===== src/rtl/vend_sched.sv =====
`default_nettype none
// ============================================================================
// Module   : vend_sched
// Purpose  : Request scheduler / sequencer in front of the coin-operated vend
//            FSM. Edge-detects raw level requests, keeps one pending flag per
//            request, grants one request per idle cycle by fixed priority
//            (push > item1 > item2 > dime > nickel), tracks credit in 5c
//            units, rejects illegal coins/purchases, holds dispense drives
//            and paces nickel change pulses during a refund.
// Ports    : clk, rst (sync, active-high)
//            n_in, d_in, item1_req, item2_req, push_req : raw request levels
//            n_pulse, d_pulse, item1_pulse, item2_pulse, push_pulse :
//                one-cycle, mutually exclusive commands
//            credit[1:0]          : credit in 5c units (0..3)
//            dispense1, dispense2 : dispense drives, DISP_CYCLES long
//            change_nickel        : one pulse per returned nickel
//            coin_rej, item_deny  : one-cycle reject / deny pulses
//            busy                 : FSM not in IDLE
// Revision : 1.0 - initial release
// ============================================================================
module vend_sched #(
  parameter int DISP_CYCLES = 4,
  parameter int GAP_CYCLES  = 2
) (
  input  logic       clk,
  input  logic       rst,
  input  logic       n_in,
  input  logic       d_in,
  input  logic       item1_req,
  input  logic       item2_req,
  input  logic       push_req,
  output logic       n_pulse,
  output logic       d_pulse,
  output logic       item1_pulse,
  output logic       item2_pulse,
  output logic       push_pulse,
  output logic [1:0] credit,
  output logic       dispense1,
  output logic       dispense2,
  output logic       change_nickel,
  output logic       coin_rej,
  output logic       item_deny,
  output logic       busy
);

  localparam int CMAX = (DISP_CYCLES > GAP_CYCLES) ? DISP_CYCLES : GAP_CYCLES;
  localparam int CW   = $clog2(CMAX + 1);

  // Request vector bit positions (also the priority order, high to low)
  localparam int c_PUSH  = 4;
  localparam int c_ITEM1 = 3;
  localparam int c_ITEM2 = 2;
  localparam int c_DIME  = 1;
  localparam int c_NICK  = 0;

  typedef enum logic [1:0] {
    S_IDLE   = 2'd0,
    S_DISP   = 2'd1,
    S_REFUND = 2'd2
  } state_t;

  state_t          r_state, w_state_nx;
  logic [CW-1:0]   r_cnt, w_cnt_nx;
  logic [1:0]      r_nick, w_nick_nx;
  logic [1:0]      r_credit, w_credit_nx;
  logic            r_sel2, w_sel2_nx;
  logic [4:0]      r_prev, r_pend, w_pend_nx, w_clr, w_rise, w_in;
  logic [4:0]      r_cmd, w_cmd_nx;
  logic            r_chg, w_chg_nx;
  logic            r_rej, w_rej_nx;
  logic            r_deny, w_deny_nx;
  logic            w_arb;

  assign w_in   = {push_req, item1_req, item2_req, d_in, n_in};
  assign w_rise = w_in & ~r_prev;

  always_comb begin
    w_state_nx  = r_state;
    w_cnt_nx    = r_cnt;
    w_nick_nx   = r_nick;
    w_credit_nx = r_credit;
    w_sel2_nx   = r_sel2;
    w_clr       = '0;
    w_cmd_nx    = '0;
    w_chg_nx    = 1'b0;
    w_rej_nx    = 1'b0;
    w_deny_nx   = 1'b0;
    w_arb       = 1'b0;

    case (r_state)
      S_IDLE: w_arb = 1'b1;
      S_DISP: begin
        // Last dispense cycle: the FSM is IDLE from the next edge on, so a
        // grant may be registered on that same edge.
        if (r_cnt <= CW'(1)) begin
          w_state_nx = S_IDLE;
          w_arb      = 1'b1;
        end else begin
          w_cnt_nx = r_cnt - CW'(1);
        end
      end
      S_REFUND: begin
        // r_cnt counts the low gap; at zero either emit the next nickel or,
        // with none left, leave (the trailing gap has then elapsed).
        if (r_cnt != '0) begin
          w_cnt_nx = r_cnt - CW'(1);
        end else if (r_nick != 2'd0) begin
          w_chg_nx  = 1'b1;
          w_nick_nx = r_nick - 2'd1;
          w_cnt_nx  = CW'(GAP_CYCLES);
        end else begin
          w_state_nx = S_IDLE;
        end
      end
      default: w_state_nx = S_IDLE;
    endcase

    if (w_arb) begin
      if (r_pend[c_PUSH]) begin
        w_clr[c_PUSH]    = 1'b1;
        w_cmd_nx[c_PUSH] = 1'b1;
        w_credit_nx      = 2'd0;
        if (r_credit != 2'd0) begin
          w_state_nx = S_REFUND;
          w_nick_nx  = r_credit;
          w_cnt_nx   = '0;
        end
      end else if (r_pend[c_ITEM1]) begin
        w_clr[c_ITEM1] = 1'b1;
        if (r_credit == 2'd3) begin
          w_cmd_nx[c_ITEM1] = 1'b1;
          w_credit_nx       = 2'd0;
          w_state_nx        = S_DISP;
          w_cnt_nx          = CW'(DISP_CYCLES);
          w_sel2_nx         = 1'b0;
        end else begin
          w_deny_nx = 1'b1;
        end
      end else if (r_pend[c_ITEM2]) begin
        w_clr[c_ITEM2] = 1'b1;
        if (r_credit >= 2'd2) begin
          w_cmd_nx[c_ITEM2] = 1'b1;
          w_credit_nx       = r_credit - 2'd2;
          w_state_nx        = S_DISP;
          w_cnt_nx          = CW'(DISP_CYCLES);
          w_sel2_nx         = 1'b1;
        end else begin
          w_deny_nx = 1'b1;
        end
      end else if (r_pend[c_DIME]) begin
        w_clr[c_DIME] = 1'b1;
        if (r_credit <= 2'd1) begin
          w_cmd_nx[c_DIME] = 1'b1;
          w_credit_nx      = r_credit + 2'd2;
        end else begin
          w_rej_nx = 1'b1;
        end
      end else if (r_pend[c_NICK]) begin
        w_clr[c_NICK] = 1'b1;
        if (r_credit <= 2'd2) begin
          w_cmd_nx[c_NICK] = 1'b1;
          w_credit_nx      = r_credit + 2'd1;
        end else begin
          w_rej_nx = 1'b1;
        end
      end
    end

    // A fresh rise on the granted edge re-arms the request.
    w_pend_nx = (r_pend & ~w_clr) | w_rise;
  end

  always_ff @(posedge clk) begin
    if (rst) begin
      r_state  <= S_IDLE;
      r_cnt    <= '0;
      r_nick   <= 2'd0;
      r_credit <= 2'd0;
      r_sel2   <= 1'b0;
      r_prev   <= '0;
      r_pend   <= '0;
      r_cmd    <= '0;
      r_chg    <= 1'b0;
      r_rej    <= 1'b0;
      r_deny   <= 1'b0;
    end else begin
      r_state  <= w_state_nx;
      r_cnt    <= w_cnt_nx;
      r_nick   <= w_nick_nx;
      r_credit <= w_credit_nx;
      r_sel2   <= w_sel2_nx;
      r_prev   <= w_in;
      r_pend   <= w_pend_nx;
      r_cmd    <= w_cmd_nx;
      r_chg    <= w_chg_nx;
      r_rej    <= w_rej_nx;
      r_deny   <= w_deny_nx;
    end
  end

  assign push_pulse    = r_cmd[c_PUSH];
  assign item1_pulse   = r_cmd[c_ITEM1];
  assign item2_pulse   = r_cmd[c_ITEM2];
  assign d_pulse       = r_cmd[c_DIME];
  assign n_pulse       = r_cmd[c_NICK];
  assign credit        = r_credit;
  assign dispense1     = (r_state == S_DISP) && !r_sel2;
  assign dispense2     = (r_state == S_DISP) &&  r_sel2;
  assign change_nickel = r_chg;
  assign coin_rej      = r_rej;
  assign item_deny     = r_deny;
  assign busy          = (r_state != S_IDLE);

endmodule
`default_nettype wire


===== config.mk =====
export PLATFORM = sky130hd
export DESIGN_NAME = vend_sched
export DESIGN_NICKNAME = d
export VERILOG_FILES = /design/src/rtl/vend_sched.sv
export SDC_FILE = /design/constraint.sdc
export NUM_CORES = 1
export LEC_CHECK = 0
export CAP_MARGIN = 20
export CORE_MARGIN = 3
export CORE_UTILIZATION = 25
export DETAILED_ROUTE_END_ITERATION = 10
export SLEW_MARGIN = 20
export SYNTH_ARGS = -nofsm -noshare
export SYNTH_HDL_FRONTEND = slang
export SYNTH_SLANG_ARGS = --single-unit

===== constraint.sdc =====
create_clock -name clk -period 3.3 [get_ports clk]
set_input_delay 0.99 -clock clk [delete_from_list [all_inputs] [get_ports clk]]
set_output_delay 0.99 -clock clk [all_outputs]
set_load 0.005 [all_outputs]

* Yosys cells after proc, flatten, opt, wreduce, memory -nomap -nowiden
Cells that the tools add are included.
** Storage, ports and cells
- Output and inout port bits :: 13
- Logic and storage cells :: 131
- Bits in registers :: 28
- Input port bits :: 7
** Operators by class
- Reductions and logical operators :: 22
- Add/sub/neg operators :: 5
- Equality and inequality tests :: 7
- Bitwise logic cells :: 12
- $lt $le $gt $ge :: 4
- Mux-type cells :: 66
** Operators with widths (number)
- 2-bit two-way mux :: 26
- 3-bit two-way mux :: 11
- 1-bit two-way mux :: 24
- 5-bit bitwise AND :: 2
- 5-bit inverter :: 2
- 2-bit nonzero test :: 5
- 5-bit nonzero test :: 2
- 5-bit OR reduction :: 2
- 1-bit inverter :: 7
- 7-bit OR reduction :: 1
- 2-bit one-hot mux with 3 select lines :: 1
- 3-bit one-hot mux with 2 select lines :: 1
- 6-bit AND reduction :: 1
- 3-bit OR reduction :: 2
- 6-bit OR reduction :: 1
- 5-bit two-way mux :: 1
- 5-bit by 1-bit inequality test with 1-bit output, second input constant :: 1
- 5-bit OR :: 1
- 5-bit AND reduction :: 1
- 2-bit == test, second input constant :: 2
- 4-bit two-way mux :: 1
- 4-bit by 1-bit inequality test with 1-bit output, second input constant :: 1
- 4-bit OR reduction :: 1
- 3-bit by 1-bit less-or-equal comparator with 1-bit output, second input constant :: 1
- other kinds (17) :: 18

* Longest topological paths before layout
Gate-level depths: netlist (run 1).
- Word-level depth :: 9
- Gate-level depth with buffers :: 6
- Gate-level depth less buffers :: 6

* Worst setup path before layout (run 1)
No wires, ideal clock.
- Path type :: register to output
- Start :: register r_state[1]
- End :: output port dispense2
- Buffers on the path :: 0
- Slack :: 1.469 ns
- Data arrival time :: 0.841 ns
- Required time :: 2.310 ns
- Cell stages (with the launch flop) :: 4
- Cells stage by stage :: dfxtp_1 > inv_1 > ha_1 > and2_1
** Between the ends
- Cells in the longest elaborated chain, start to end :: 2
** Ends and longest elaborated chain
- from (decl) :: line 62 : state_t r_state, w_state_nx;
- from (signal assigned) :: line 187 : r_state <= w_state_nx;
- 2-bit by 1-bit == test with 1-bit output :: line 208 : assign dispense2 = (r_state == S_DISP) && r_sel2;
- 1-bit logical AND :: line 208
- to (decl) :: line 39 : output logic dispense2,
No other way between the ends.

* Final worst setup path (run 1)
- Start :: register r_state[1]
- End :: output port dispense1
** Between the ends
- Cells in the longest elaborated chain, start to end :: 2
** Ends and longest elaborated chain
- 2-bit by 1-bit == test with 1-bit output :: line 207 : assign dispense1 = (r_state == S_DISP) && !r_sel2;
- 1-bit logical AND :: line 207
- to (decl) :: line 38 : output logic dispense1,
No other way between the ends.

==> impl_metrics.py, run 1 <==
metrics = {
    "clock_tree": {
        "cts_root_buf": "clkbuf_8",
        "cts_resized": 0,
        "cts_hold_buf": 0,
        "clkSinkCount": 28,
        "h-tree-depth": 1,
        "cts_setup_buffers": 0,
        "cts_buffers": 3,
        "clk-insertion-delay-late_ps": 270,
        "clock_path_buffers": 2,
        "cts_tree": "yes",
        "clk_pin_slew_worst_paths_ps": 90,
    },
    "routing": {
        "drt_pass1_iterations": 4,
        "drt-total-wl_microns": 2980,
        "routedWlPerCell_microns": 12.0,
        "ant_nets": 0,
        "avgViaCountPerCell": 4.64,
        "drc": 0,
        "via_count": 1156,
        "drt_iter0_drc": 77,
    },
    "timing": {
        "hold_ws_ps": 485,
        "finalCritPeriodShare": 0.810,
        "rsz0062_at_grt": "false",
        "finalSetupViolCount": 0,
        "slew_headroom": 0.662,
        "max_freq_ghz": 0.374,
        "hold_violations": 0,
        "min_period_ps": 2670,
        "tns_ps": 0,
        "slew_violations": 0,
        "fin_skew_ps": 4.16,
        "worstMarginPinSlew_ps": 503,
    },
    "global_routing": {
        "grt_pass1_wl_microns": 5160,
        "grt_start_max_net_pins": 16,
        "antenna_found_initial": 0,
        "gr-total-overflow": 0,
        "track_usage": 0.0872,
        "grt_pass1_vias": 1117,
    },
    "place": {
        "placed_cells": 245,
        "dpl.hpwl_microns": 2260,
        "routabilityCongestion": 0.812,
        "numPortBuffers": 19,
    },
    "worst_setup_path": {
        "cp_slowest_cell": "clkdlybuf4s50_1",
        "startpoint_type": "flop",
        "r2r-start": "r_cnt[1]",
        "setup.worst_path.end_class": "primary output",
        "slowest_delay_ps": 500,
        "r2r_setup_slack_ps": 1350,
        "crit_path_max_fanout": 7,
        "required_ps": 2310,
        "cp_cell_sequence": "inv_1 -> ha_1 -> nor2b_1 -> clkdlybuf4s50_1",
        "crit_arrival_ps": 1680,
        "path_class": "flop to primary output",
        "crit-reg2reg-capture": "r_state[0]",
        "worstRegToRegCells": 6,
    },
    "logic_synthesis": {
        "netlist_top_cells_count": "28 x dfxtp_1, 12 x inv_1, 11 x ha_1, 11 x nor2b_1, 8 x a21oi_1",
        "synth_edf_count": 0,
        "synthArstFlopShare": 0,
        "ys_types": 46,
        "ys_ff_latch": 28,
        "avgSynthCellArea_sq_um": 9.34,
        "synthesis.area_sq_um": 1480,
        "synth_top_cell_area_share": 0.380,
        "syn_inst": 158,
        "synth_seq_area_share": 0.380,
        "synth_most_common_cell": "dfxtp_1",
        "netlist_top_cells_area": "dfxtp_1 38%, ha_1 9.3%, nor2b_1 4.7%",
        "yosysTopAreaCell": "dfxtp_1",
        "syn_nets": 176,
        "yosysWarnings": 0,
        "synth_flop_cell": "dfxtp_1",
    },
    "layout": {
        "n_fill_cell": 614,
        "layout.cells.non_filler": 249,
        "multi_input_area_sq_um": 848,
        "finalNetCount": 196,
        "n_antenna_cell": 0,
        "utilization": 0.320,
        "area_growth_pct": 21.8,
        "drive_above_1_share": 0.0791,
        "seq_area_sq_um": 561,
    },
    "floorplanning": {
        "rows": 27,
        "dieArea_sq_um": 6860,
        "die_width_microns": 82.8,
        "io_pins": 20,
        "die_h_microns": 82.8,
        "core_sq_um": 5610,
        "initial_core_util": 0.263,
    },
    "power": {
        "powerDensity_nw_per_um2": 423,
        "p_leak_nw": 0.630,
        "peakVddDrop_v": 0.000277,
    },
    "min_path": {
        "hold_depth": 2,
        "hold_end": "r_pend[3]",
        "min_from": "r_prev[3]",
        "holdCritPathClass": "flop to flop",
    },
    "outcome": {
        "status": "finished clean",
    },
    "run": {
        "cap_violations": 0,
    },
}
-- worst max path at each step --
stage / from / endpoint / depth (start not counted)
6_report: r_state[1] / dispense1 / 4
5_1_grt: r_state[1] / dispense1 / 4
4_1_cts: r_state[1] / dispense1 / 4
3_5_place_dp: r_state[1] / dispense1 / 4
3_3_place_gp: r_state[1] / dispense1 / 4
2_1_floorplan: r_state[1] / dispense2 / 3
-- stage by stage --
| stage | worst slack, ps | total power, mW | instance area, sq um |
|---|---|---|---|
| 4_1_cts | 610 | 0.768 | 1800 |
| 3_5_place_dp | 951 | 0.561 | 1740 |
| 5_1_grt | 512 | 0.807 | 1800 |
| 3_3_place_gp | 966 | 0.560 | 1740 |
| 2_1_floorplan | 1470 | 0.502 | 1480 |
| 6_report | 628 | 0.760 | 1800 |
-- area by class of cell --
cell class / count / share of cell area
clock buffer: 4 / 0.0306
inverter: 12 / 0.0251
multi-input combinational: 113 / 0.472
sequential: 28 / 0.312
tap: 72 / 0.0501
timing repair buffer: 20 / 0.110
-- logic make-up after synthesis --
family          share of synthesized area
mux                               0.00763
buf+inv                            0.0450
simple gates                        0.214
flops                               0.380
compound gates                      0.260
fa+ha+maj                          0.0933
-- sequential cells by signal, indices dropped and copies added, names as in the netlist --
| name | flops |
|---|---|
| r_prev | 5 |
| r_cmd | 5 |
| r_nick | 2 |
| item_deny | 1 |
| r_sel2 | 1 |
| r_state | 2 |
| coin_rej | 1 |
| change_nickel | 1 |
| credit | 2 |
| r_pend | 5 |
| r_cnt | 3 |
-- layer usage --
layer / part of all wire / track usage / up-vias
li1: - / - / 610
met1: 0.56 / 0.130 / 517
met3: 0.045 / 0.0268 / 5
met4: 0.0077 / 0.0134 / 0
met2: 0.38 / 0.125 / 24
met5: 0 / 0 / -
-- report_power, final --
group | switching [mW] | internal [mW] | leakage, nW
logic | 0.0839 | 0.0835 | 0.372
clock network | 0.100 | 0.107 | 0.0288
registers | 0.0266 | 0.359 | 0.229
total | 0.211 | 0.549 | 0.630
-- critical path: cells and delay by family (launching register included) --
family                   cells  cell delay (ps)
flip-flops                   1              350
AND/OR/NAND/NOR              1              170
buffers and inverters        2              580
adder cells (fa/ha/maj)      1              300
-- cells in the final DEF (no fill, tap or decap), drive strengths merged, types with 3 or more instances in the layout --
master / synthesis / final
dfxtp: 28 / 28
clkdlybuf4s50: 0 / 19
inv: 12 / 12
nor2b: 11 / 11
ha: 11 / 11
a21oi: 8 / 8
o21ai: 8 / 8
nand2b: 7 / 7
nand2: 7 / 7
nor3: 6 / 6
nor2: 6 / 6
clkbuf: 3 / 4
and2: 3 / 3
a221oi: 3 / 3
nor3b: 3 / 3
a211oi: 3 / 3
(Power assumes the default switching activity.)
==> inputs of run 2 (changes only) <==
Clock period 3.3 ns to 2.75 ns, I/O delays scaled along.
==> run 2 against run 1 <==
  * Global-route usage up 0.14 points
  * Sequential share of layout area unchanged
  * Core utilization unchanged
  * Highest routed layer unchanged
  * Sequential cell count unchanged
  * Final cell count unchanged
==> impl_metrics.py, run 2 (synthesis results as in run 1) <==
metrics = {
    "outcome": {
        "status": "finished clean",
    },
    "routing": {
        "avgViaCountPerCell": 4.70,
        "drc": 0,
        "drt-total-wl_microns": 3020,
        "drt_iter0_drc": 82,
        "routedWlPerCell_microns": 12.1,
        "via_count": 1170,
        "ant_nets": 0,
        "drt_pass1_iterations": 4,
    },
    "global_routing": {
        "gr-total-overflow": 0,
        "grt_pass1_wl_microns": 5150,
        "grt_pass1_vias": 1119,
        "antenna_found_initial": 0,
        "track_usage": 0.0886,
        "grt_start_max_net_pins": 16,
    },
    "worst_setup_path": {
        "startpoint_type": "flop",
        "critPathTopFamily": "buffers and inverters",
        "cp_cell_sequence": "inv_1 -> ha_1 -> nor2b_1 -> clkdlybuf4s50_1",
        "r2r_setup_slack_ps": 750,
        "crit_path_max_fanout": 7,
        "worstRegToRegCells": 6,
        "crit_arrival_ps": 1700,
        "worstSetupStartpoint": "r_state[1]",
        "path_class": "flop to primary output",
        "slowest_delay_ps": 510,
        "setup.worst_path.end_class": "primary output",
        "r2r-start": "r_cnt[1]",
        "required_ps": 1930,
        "critical_path_buf_inv_count": 2,
        "cp_slowest_cell": "clkdlybuf4s50_1",
        "crit-reg2reg-capture": "r_state[0]",
    },
    "floorplanning": {
        "initial_core_util": 0.263,
        "dieArea_sq_um": 6860,
        "die_width_microns": 82.8,
        "rows": 27,
        "die_h_microns": 82.8,
        "core_sq_um": 5610,
        "io_pins": 20,
    },
    "power": {
        "peakVddDrop_v": 0.000347,
        "power_uw": 917,
        "p_leak_nw": 0.630,
        "powerDensity_nw_per_um2": 510,
    },
    "timing": {
        "hold_ws_ps": 485,
        "slew_violations": 0,
        "finalSetupViolCount": 0,
        "finalCritPeriodShare": 0.920,
        "max_freq_ghz": 0.395,
        "hold_violations": 0,
        "slew_headroom": 0.618,
        "fin_skew_ps": 2.03,
        "min_period_ps": 2530,
        "tns_ps": 0,
        "rsz0062_at_grt": "false",
        "final.setup.worst_slack_ps": 221,
        "worstMarginPinSlew_ps": 568,
    },
    "clock_tree": {
        "clkSinkCount": 28,
        "cts_root_buf": "clkbuf_8",
        "cts_hold_buf": 0,
        "cts_resized": 0,
        "h-tree-depth": 1,
        "clk-insertion-delay-late_ps": 270,
        "cts_setup_buffers": 0,
        "cts_tree": "yes",
        "clk_pin_slew_worst_paths_ps": 90,
        "cts_buffers": 3,
        "clock_path_buffers": 2,
    },
    "layout": {
        "n_fill_cell": 609,
        "finalInstanceArea_sq_um": 1800,
        "n_antenna_cell": 0,
        "multi_input_area_sq_um": 848,
        "mostFrequentLayoutCells": "28 x dfxtp_1, 19 x clkdlybuf4s50_1, 12 x inv_1",
        "utilization": 0.320,
        "reg_top3": "r_cmd: 5 flops, r_pend: 5 flops, r_prev: 5 flops",
        "area_growth_pct": 21.8,
        "drive_above_1_share": 0.0791,
        "finalNetCount": 196,
        "final_common_cell": "dfxtp_1",
        "layout.cells.non_filler": 249,
        "seq_area_sq_um": 561,
    },
    "run": {
        "cap_violations": 0,
    },
    "place": {
        "dpl-instance-area_sq_um": 1740,
        "routabilityCongestion": 0.814,
        "numPortBuffers": 19,
        "placed_cells": 245,
        "dpl.hpwl_microns": 2260,
        "place_ws_ps": 531,
    },
    "min_path": {
        "hold_depth": 2,
        "min_from": "r_prev[1]",
        "hold_end": "r_pend[1]",
        "holdCritPathClass": "flop to flop",
    },
}
run 2: cell counts in the layout (fill, tap and decap cells not counted):
Identical to the previous run, type by type.
run 2: how the worst max path moves through the flow:
stage,end,cells after the start
2_1_floorplan,dispense2,3
3_3_place_gp,dispense1,4
3_5_place_dp,dispense1,4
4_1_cts,dispense1,4
5_1_grt,dispense1,4
6_report,dispense1,4
run 2: area by class of cell:
class,instances,area share
Clock buffer,4,0.0306
Inverter,12,0.0251
Multi-Input combinational cell,113,0.472
Sequential cell,28,0.312
Tap cell,72,0.0501
Timing Repair Buffer,20,0.110
run 2: report_power, final:
group	internal, mW	switching (mW)	leakage, nW	total (mW)
combinational	0.100	0.101	0.372	0.201
clock	0.128	0.125	0.0288	0.253
sequential	0.431	0.0315	0.229	0.462
total	0.659	0.257	0.630	0.917
run 2: worst reg2reg max path: stages (launching register included):
cell and delay (ps):
dfxtp_1 430, inv_1 110, ha_1 190, o21bai_4 200, a21boi_0 490, o311ai_0 210, a211oi_1 280
run 2: metal layers:
metal  vias to the layer above  GRT usage  wire length, microns
li1                        615          -                     -
met1                       533      0.131                  1660
met2                        20      0.126                  1220
met3                         2     0.0268                   110
met4                         0     0.0178                    22
met5                         -          0                     0
==> inputs of run 3 (changes only) <==
Settings changed: GPL_TIMING_DRIVEN set to 0.
Clock period 2.75 ns to 2.5 ns, I/O delays scaled along.
==> run 3 against run 2 <==
  * Sequential power increased by 8.7%
  * Sequential share of layout area decreased by 0.23 points
  * Largest power group unchanged
  * Largest cell class unchanged
  * Via count increased by 2.5%
  * Highest routed layer is now met3
  * Critical endpoint is now busy
  * Critical path depth unchanged
  * Clock power increased by 9.9%
==> impl_metrics.py, run 3 (synthesis results as in run 1) <==
metrics = {
    "outcome": {
        "status": "finished clean",
    },
    "worst_setup_path": {
        "setup.worst_path.end_class": "primary output",
        "required_ps": 1750,
        "worstRegToRegCells": 6,
        "path_class": "flop to primary output",
        "r2r-start": "r_cnt[1]",
        "crit_arrival_ps": 1630,
        "worstSetupStartpoint": "r_state[0]",
        "startpoint_type": "flop",
        "r2r_setup_slack_ps": 550,
        "crit_path_max_fanout": 4,
    },
    "global_routing": {
        "grt_start_max_net_pins": 16,
        "antenna_found_initial": 0,
        "track_usage": 0.0894,
        "grt_pass1_vias": 1099,
        "grt_pass1_wl_microns": 5150,
        "gr-total-overflow": 0,
    },
    "floorplanning": {
        "initial_core_util": 0.263,
        "io_pins": 20,
        "core_sq_um": 5610,
        "rows": 27,
        "dieArea_sq_um": 6860,
        "die_h_microns": 82.8,
        "die_width_microns": 82.8,
    },
    "clock_tree": {
        "clock_path_buffers": 2,
        "clk_pin_slew_worst_paths_ps": 90,
        "cts_setup_buffers": 0,
        "h-tree-depth": 1,
        "cts_buffers": 3,
        "cts_tree": "yes",
        "cts_root_buf": "clkbuf_8",
        "clk-insertion-delay-late_ps": 280,
        "clkSinkCount": 28,
    },
    "timing": {
        "slew_headroom": 0.645,
        "worstMarginPinSlew_ps": 527,
        "hold_ws_ps": 489,
        "finalCritPeriodShare": 0.954,
        "max_freq_ghz": 0.419,
        "rsz0062_at_grt": "true",
        "fin_skew_ps": 5.78,
        "slew_violations": 0,
        "hold_violations": 0,
        "finalSetupViolCount": 0,
        "min_period_ps": 2380,
    },
    "routing": {
        "drt_pass1_iterations": 4,
        "ant_nets": 0,
        "drc": 0,
        "via_count": 1199,
        "routedWlPerCell_microns": 12.0,
        "avgViaCountPerCell": 4.74,
        "drt-total-wl_microns": 3040,
        "drt_iter0_drc": 39,
    },
    "layout": {
        "mostFrequentLayoutCells": "27 x dfxtp_1, 19 x clkdlybuf4s50_1, 12 x inv_1",
        "area_growth_pct": 23.0,
        "reg_top3": "r_cmd: 5 flops, r_pend: 5 flops, r_prev: 5 flops",
        "finalNetCount": 200,
        "utilization": 0.324,
        "n_antenna_cell": 0,
        "final_common_cell": "dfxtp_1",
        "finalInstanceArea_sq_um": 1810,
        "drive_above_1_share": 0.0939,
    },
    "place": {
        "routabilityCongestion": 0.855,
        "dpl-instance-area_sq_um": 1760,
        "dpl.hpwl_microns": 2300,
        "numPortBuffers": 19,
    },
    "min_path": {
        "min_from": "r_prev[1]",
        "hold_depth": 2,
        "holdCritPathClass": "flop to flop",
    },
    "run": {
        "cap_violations": 0,
    },
    "power": {
        "powerDensity_nw_per_um2": 557,
        "peakVddDrop_v": 0.000300,
        "p_leak_nw": 0.638,
    },
}
-- run 3: cell count changes in the layout (fill, tap and decap cells not counted), sizes merged --
| cell | previous run | this run |
|---|---|---|
| buf | 1 | 2 |
| clkbuf | 4 | 7 |
-- run 3: repair_timing --
item	CTS	global route
setup endpoints to repair	0	3
hold buffers	0	0
resized for setup	0	2
endpoints found under the hold margin	0	0
-- run 3: final timing paths --
kind	endpoint
max	busy
min	r_pend[1]
max reg2reg	r_state[0]
min reg2reg	r_pend[1]
-- run 3: per-stage QoR --
step | power [mW] | setup WS (ps) | cells | TNS, ps
CTS | 1.03 | 8.56 | 253 | 0
global route | 1.07 | -15.0 | 253 | -15.0
detailed placement | 0.742 | 351 | 249 | 0
finish | 1.01 | 115 | 253 | 0
floorplan | 0.662 | 878 | 158 | 0
global placement | 0.742 | 379 | 249 | 0
-- run 3: power breakdown --
part / internal, mW / total, mW / switching (mW)
sequential: 0.474 / 0.502 / 0.0273
clock: 0.141 / 0.278 / 0.136
combinational: 0.112 / 0.232 / 0.120
-- run 3: area by class of cell --
type	instances	area, sq um
Buffer	5	21.3
Timing Repair Buffer	19	190
Clock buffer	4	55.1
Multi-Input combinational cell	113	851
Fill cell	618	3790
Inverter	12	45.0
Sequential cell	28	562
Tap cell	72	90.1
-- run 3: critical path, cell delays in order, from the launching register on --
cell and delay, ps:
dfxtp_1 390, inv_1 80, ha_1 270, inv_1 110, clkdlybuf4s50_1 510
-- run 3: per-layer routing --
| metal | global-route usage | wire length, microns | up-vias |
|---|---|---|---|
| met2 | 0.129 | 1200 | 28 |
| met3 | 0.0337 | 244 | 0 |
| li1 | - | - | 620 |
| met5 | 0 | 0 | - |
| met4 | 0.0134 | 0 | 0 |
| met1 | 0.129 | 1590 | 551 |
